[src/rtl/sgb_packet_rx.sv]
// Super Game Boy command packet receiver: decodes the P14/P15 line code into a
// 128-bit packet, latches it into a 16-byte holding buffer and exposes status.
module sgb_packet_rx (
    input  logic       clk,
    input  logic       rst_n,
    input  logic       p14,
    input  logic       p15,
    input  logic [4:0] rd_addr,
    input  logic       rd_pulse,
    output logic [7:0] dout,
    output logic       packet_ready,
    output logic       busy,
    output logic       overrun
);

    typedef enum logic [1:0] {
        ST_IDLE     = 2'd0,
        ST_RST      = 2'd1,
        ST_BIT_WAIT = 2'd2,
        ST_BIT_REL  = 2'd3
    } state_t;

    localparam logic [1:0] CODE_RESET   = 2'b00;
    localparam logic [1:0] CODE_BIT1    = 2'b01;
    localparam logic [1:0] CODE_BIT0    = 2'b10;
    localparam logic [1:0] CODE_RELEASE = 2'b11;

    state_t         state_r;
    state_t         state_next_s;
    logic [1:0]     code_r;
    logic [7:0]     bitcnt_r;
    logic [127:0]   sr_r;
    logic [127:0]   buf_r;
    logic           pkt_ready_r;
    logic           overrun_r;

    logic           shift_s;
    logic           clr_cnt_s;
    logic           complete_s;
    logic           rd_clr_ready_s;
    logic           rd_clr_ovr_s;
    logic           accept_s;
    logic           drop_s;

    // Line code register; the FSM only ever looks at this registered copy
    always_ff @(posedge clk or negedge rst_n) begin
        if (!rst_n) begin
            code_r <= CODE_RELEASE;
        end else begin
            code_r <= {p15, p14};
        end
    end

    // FSM state register
    always_ff @(posedge clk or negedge rst_n) begin
        if (!rst_n) begin
            state_r <= ST_IDLE;
        end else begin
            state_r <= state_next_s;
        end
    end

    // Next-state decode; a reset code from any state restarts the packet
    always_comb begin
        state_next_s = state_r;
        shift_s      = 1'b0;
        clr_cnt_s    = 1'b0;
        complete_s   = 1'b0;
        if (code_r == CODE_RESET) begin
            state_next_s = ST_RST;
        end else begin
            case (state_r)
                ST_IDLE: begin
                    state_next_s = ST_IDLE;
                end
                ST_RST: begin
                    if (code_r == CODE_RELEASE) begin
                        clr_cnt_s    = 1'b1;
                        state_next_s = ST_BIT_WAIT;
                    end else begin
                        state_next_s = ST_RST;
                    end
                end
                ST_BIT_WAIT: begin
                    if (code_r == CODE_RELEASE) begin
                        state_next_s = ST_BIT_WAIT;
                    end else if (bitcnt_r == 8'd128) begin
                        // After all data bits only a 0 is a valid stop bit
                        complete_s   = (code_r == CODE_BIT0);
                        state_next_s = ST_IDLE;
                    end else begin
                        shift_s      = 1'b1;
                        state_next_s = ST_BIT_REL;
                    end
                end
                ST_BIT_REL: begin
                    if (code_r == CODE_RELEASE) begin
                        state_next_s = ST_BIT_WAIT;
                    end else begin
                        state_next_s = ST_BIT_REL;
                    end
                end
                default: begin
                    state_next_s = ST_IDLE;
                end
            endcase
        end
    end

    // Bit counter and LSB-first shift register (new bit enters at the top)
    always_ff @(posedge clk or negedge rst_n) begin
        if (!rst_n) begin
            bitcnt_r <= 8'd0;
            sr_r     <= 128'd0;
        end else begin
            if (clr_cnt_s) begin
                bitcnt_r <= 8'd0;
            end else if (shift_s) begin
                bitcnt_r <= bitcnt_r + 8'd1;
            end
            if (shift_s) begin
                sr_r <= {(code_r == CODE_BIT1), sr_r[127:1]};
            end
        end
    end

    assign rd_clr_ready_s = rd_pulse && (rd_addr == 5'h0F);
    assign rd_clr_ovr_s   = rd_pulse && (rd_addr == 5'h10);
    // A same-edge read of byte 15 frees the buffer in time for the new packet
    assign accept_s       = complete_s && (!pkt_ready_r || rd_clr_ready_s);
    assign drop_s         = complete_s && pkt_ready_r && !rd_clr_ready_s;

    // Holding buffer and status flags; set beats clear on overrun
    always_ff @(posedge clk or negedge rst_n) begin
        if (!rst_n) begin
            buf_r       <= 128'd0;
            pkt_ready_r <= 1'b0;
            overrun_r   <= 1'b0;
        end else begin
            if (accept_s) begin
                buf_r       <= sr_r;
                pkt_ready_r <= 1'b1;
            end else if (rd_clr_ready_s) begin
                pkt_ready_r <= 1'b0;
            end
            if (drop_s) begin
                overrun_r <= 1'b1;
            end else if (rd_clr_ovr_s) begin
                overrun_r <= 1'b0;
            end
        end
    end

    assign packet_ready = pkt_ready_r;
    assign overrun      = overrun_r;
    assign busy         = (state_r != ST_IDLE);

    // Read data mux: buffer bytes, status, then zeros
    always_comb begin
        dout = 8'h00;
        if (!rd_addr[4]) begin
            dout = buf_r[{rd_addr[3:0], 3'b000} +: 8];
        end else if (rd_addr[3:0] == 4'h0) begin
            dout = {5'b00000, busy, overrun_r, pkt_ready_r};
        end else begin
            dout = 8'h00;
        end
    end

endmodule

[config.mk]
export PLATFORM = sky130hd
export DESIGN_NAME = sgb_packet_rx
export DESIGN_NICKNAME = d
export VERILOG_FILES = /design/src/rtl/sgb_packet_rx.sv
export SDC_FILE = /design/constraint.sdc
export NUM_CORES = 1
export LEC_CHECK = 0
export ABC_AREA = 1
export ABC_CLOCK_PERIOD_IN_PS = 4850
export CORE_AREA = 2 2 162 228
export DETAILED_ROUTE_END_ITERATION = 8
export DIE_AREA = 0 0 164 230
export DONT_BUFFER_PORTS = 1
export MAX_ROUTING_LAYER = met4
export RECOVER_POWER = 50
export REMOVE_ABC_BUFFERS = 1
export SETUP_SLACK_MARGIN = 0.4
export SKIP_CTS_REPAIR_TIMING = 1
export SYNTH_ARGS = -nofsm -noshare
export SYNTH_HDL_FRONTEND = slang
export SYNTH_SLANG_ARGS = --single-unit
[constraint.sdc]
create_clock -name clk -period 4.85 [get_ports clk]
set_clock_uncertainty 0.1 [all_clocks]
set_input_delay 0.2425 -clock clk [delete_from_list [all_inputs] [get_ports clk]]
set_output_delay 0.2425 -clock clk [all_outputs]
set_load 0.1 [all_outputs]
==> results.md <==
- Final Slew Violations: 0
- Final Cell Area: between 0.01 and 0.015 sq mm
- Wirelength per Cell: around 14 um
- Compound-Gate Fraction of Synth Area: between 10% and 20%
- Placement Rows: 82
- Final wirelength: 25700 um
- Max-slew headroom: a little over a quarter
- CTS root buffer: clkbuf_16
- Critical R2R Capture: sr_r[75]
- Total number of vias: about 8600
- Hpwl dp: approximately 16000 um
- Longest Clk Path Bufs: 3
- Leakage power: 6.05 nW
- Worst Path Arrival: about 3.4 ns
- Crit path max-delay cell type: nand3b_4
- Routability Congestion: between 0.8 and 0.9
- Synth Area in Simple Gates: about 18%
- CP startpoint kind: flip-flop
- Port Buffers: 0
- Total GRT Usage: 14.4%
- Layout cells sized above 1: a little over an eighth
- Clk_lat worst skew: around 0.55 ns
- Cells on worst reg2reg path: 6
- DP Area: 0.0124 sq mm
- Largest family of logic cells by synthesized area: simple AND/OR/NAND/NOR gates
- Synth top area cells: dfrtp_1 (54%), nand2_1 (13%), o21ai_2 (8.5%)
- Leading area contributor after synthesis: dfrtp_1
- Status: finished with violations
- Chip width: roughly 160 um
- Vias in the first global route: around 8400
- Initial Util: 34.6%
- Post-Synthesis Cells: between 1000 and 1500
- TritonCTS clock tree: yes
- Average cell area after synthesis: about 8.7 sq um
- Vias/cell: 4.60
- DR iter-0 viols: roughly 700
- Layout overhead on the synthesized area: 9.86%
- Power Density: 371 mW/mm^2
- CTS Buf Count: 29
- Critical Path Max Stage Delay: 0.89 ns
- Reg2reg start: bitcnt_r[0]
- Number of synthesized register bits: 270
- Req. time, crit path: just over 5 ns
- Boundary Pins: 21
- Routed Antenna Nets: 0
- Sequential fraction of the synthesis area: between 50% and 60%
- CP Capture Type: flip-flop
- Achievable frequency: between 300 and 400 MHz
- Setup violators final: 0
- Die height: 230 um
- R2R setup slack: around 1.7 ns
- Critical path type: flip-flop to flip-flop
- Global-route wire length before repair: roughly 43000 um
- Worst-path cell chain: inv_1, ha_1, nand4_1, nand3b_4, buf_4, o21ai_0
- Worst-path clk slew: around 0.06 ns
- Syn. warnings: 0
- Slew @ Worst Pin: between 1 and 1.5 ns
- Mux share of post-synthesis cell area: 0%
- Violated checks: negative hold slack
- Total negative slack: 0 ns
- Mapped cell area: 0.0123 sq mm
- CTS H-tree lvls: 1
- Xor/xnor share of the synthesized area: less than 1%
- Core area: 0.0356 sq mm
- Fill count: 3596
- Drt first pass iters: 7
- Register Area: 0.00676 sq mm
- Tmin final: 3.12 ns
- Die ar.: approximately 0.038 sq mm
- # DRC: 0
- Synth Area in Adders: 0.203%
- Largest net degree at the start of global routing: approximately 270
- Final Core Density: between 30% and 40%
- Clock sinks: 270
- Distinct cells, synth: 27
- N_diodes: 0
- Synth top area share: 54.4%
- WHS: -0.685 ns
- Max IR drop VDD: approximately 0.27 mV
- Multi-input gate area: roughly 0.0043 sq mm
- RSZ-0062 raised after global routing: false
- Grt total ovfl: 0
- Max Cap Viol: 0
- Final Cycle Share: approximately 64%
- Nets: 1393
- Final WS setup: between 1.5 and 2 ns
- Setup WS pre-CTS: 1.93 ns
- Max FO, Critical Path: approximately 110
- Final hold viol count: 270
- Hold Crit Class: primary input to asynchronous set/reset pin
- Initial antenna violation count: 0
-- how the worst max path moves through the flow --
stage / from / to / slack [ns] / cells past startpoint
6_report: bitcnt_r[0] / sr_r[75] / 1.73 / 6
2_1_floorplan: packet_ready / buf_r[0] / 0.01 / 3
3_3_place_gp: bitcnt_r[0] / sr_r[97] / 1.97 / 6
3_5_place_dp: bitcnt_r[0] / sr_r[91] / 1.93 / 6
5_1_grt: bitcnt_r[0] / sr_r[37] / 1.34 / 6
4_1_cts: bitcnt_r[0] / sr_r[74] / 1.89 / 6
-- metal layers --
layer	vias up	GRT usage [%]	routed length, um
met2	134	23.0	12300
met4	0	3.32	441
met1	4066	19.7	11900
li1	4338	-	-
met5	-	-	0
met3	37	1.73	999
-- kinds of logic after synthesis --
group / after synthesis
AND/OR/NAND/NOR: 563
AO/OA/AOI/OAI: 308
flip-flops: 270
buffers and inverters: 266
XOR/XNOR: 5
adder cells (fa/ha/maj): 2
-- through the flow --
step / hold slack [ns] / total power, W / instances
after CTS: -0.711 / 0.00507 / 1856
final: -0.685 / 0.00502 / 1863
after global routing: -0.704 / 0.00520 / 1863
after detailed placement: -0.135 / 0.00265 / 1805
after global placement: -0.133 / 0.00264 / 1805
after floorplan: -0.153 / 0.00257 / 1335
-- sequential cells by signal, indices dropped and copies added (netlist names) --
| register | cells |
|---|---|
| sr_r | 128 |
| bitcnt_r | 8 |
| code_r | 2 |
| overrun | 1 |
| state_r | 2 |
| packet_ready | 1 |
| buf_r | 128 |
-- report_power, final --
group	switching, W	total, W	internal [W]
Combinational	0.000206	0.000274	0.0000672
Sequential	0.0000423	0.00233	0.00229
Clock	0.000896	0.00241	0.00151
Total	0.00114	0.00502	0.00387
-- Yosys cell counts --
library cell and count:
o21ai_2 119, inv_1 187, nor3_4 1, nand4_1 5, nand2_2 1, o21ai_1 9, nand4_4 1, buf_6 28
xor2_1 3, a21oi_1 8, buf_4 11, dfstp_2 2, o21ai_0 169, clkbuf_1 15, xnor2_1 2, nand3b_4 1
ha_1 2, nor2_1 96, nor2_2 2, nand2_1 422, o22ai_1 1, dfrtp_1 268, nand3_1 33, o31ai_1 2
buf_1 2, nor2_4 1, buf_2 23
-- cell usage in the layout, fill, tap and decap left out --
master	instances
nor2_1	91
nor2_4	1
a21oi_1	8
nor2_2	7
clkbuf_1	4
clkinvlp_4	1
clkbuf_16	29
bufinv_16	6
o22ai_1	1
o21ai_1	9
inv_2	1
o21ai_2	119
buf_12	2
dfstp_2	2
inv_6	1
o21ai_0	169
ha_1	2
nand2_1	422
dlygate4sd3_1	7
inv_1	186
buf_4	6
o31ai_1	2
clkbuf_8	7
nand4_1	6
nand3_1	33
nand2_8	1
xnor2_1	2
clkinv_2	3
xor2_1	3
nand3b_4	1
nor3_4	1
dfrtp_1	268
-- worst max-delay path, delay by kind of cell (launching register included) --
| family | cells | cell delay [ns] |
|---|---|---|
| AO/OA/AOI/OAI | 1 | 0.18 |
| buffers and inverters | 2 | 0.84 |
| AND/OR/NAND/NOR | 2 | 1.21 |
| adder cells (fa/ha/maj) | 1 | 0.15 |
| flip-flops | 1 | 0.41 |
-- cell type report --
class,instances,share of cell area [%]
Multi-Input combinational cell,878,31.8
Timing Repair Buffer,15,1.15
Clock inverter,11,1.56
Sequential cell,270,49.9
Inverter,187,5.18
Clock buffer,40,6.18
Tap cell,462,4.27
No activity file was read; power rests on OpenSTA's default activity.
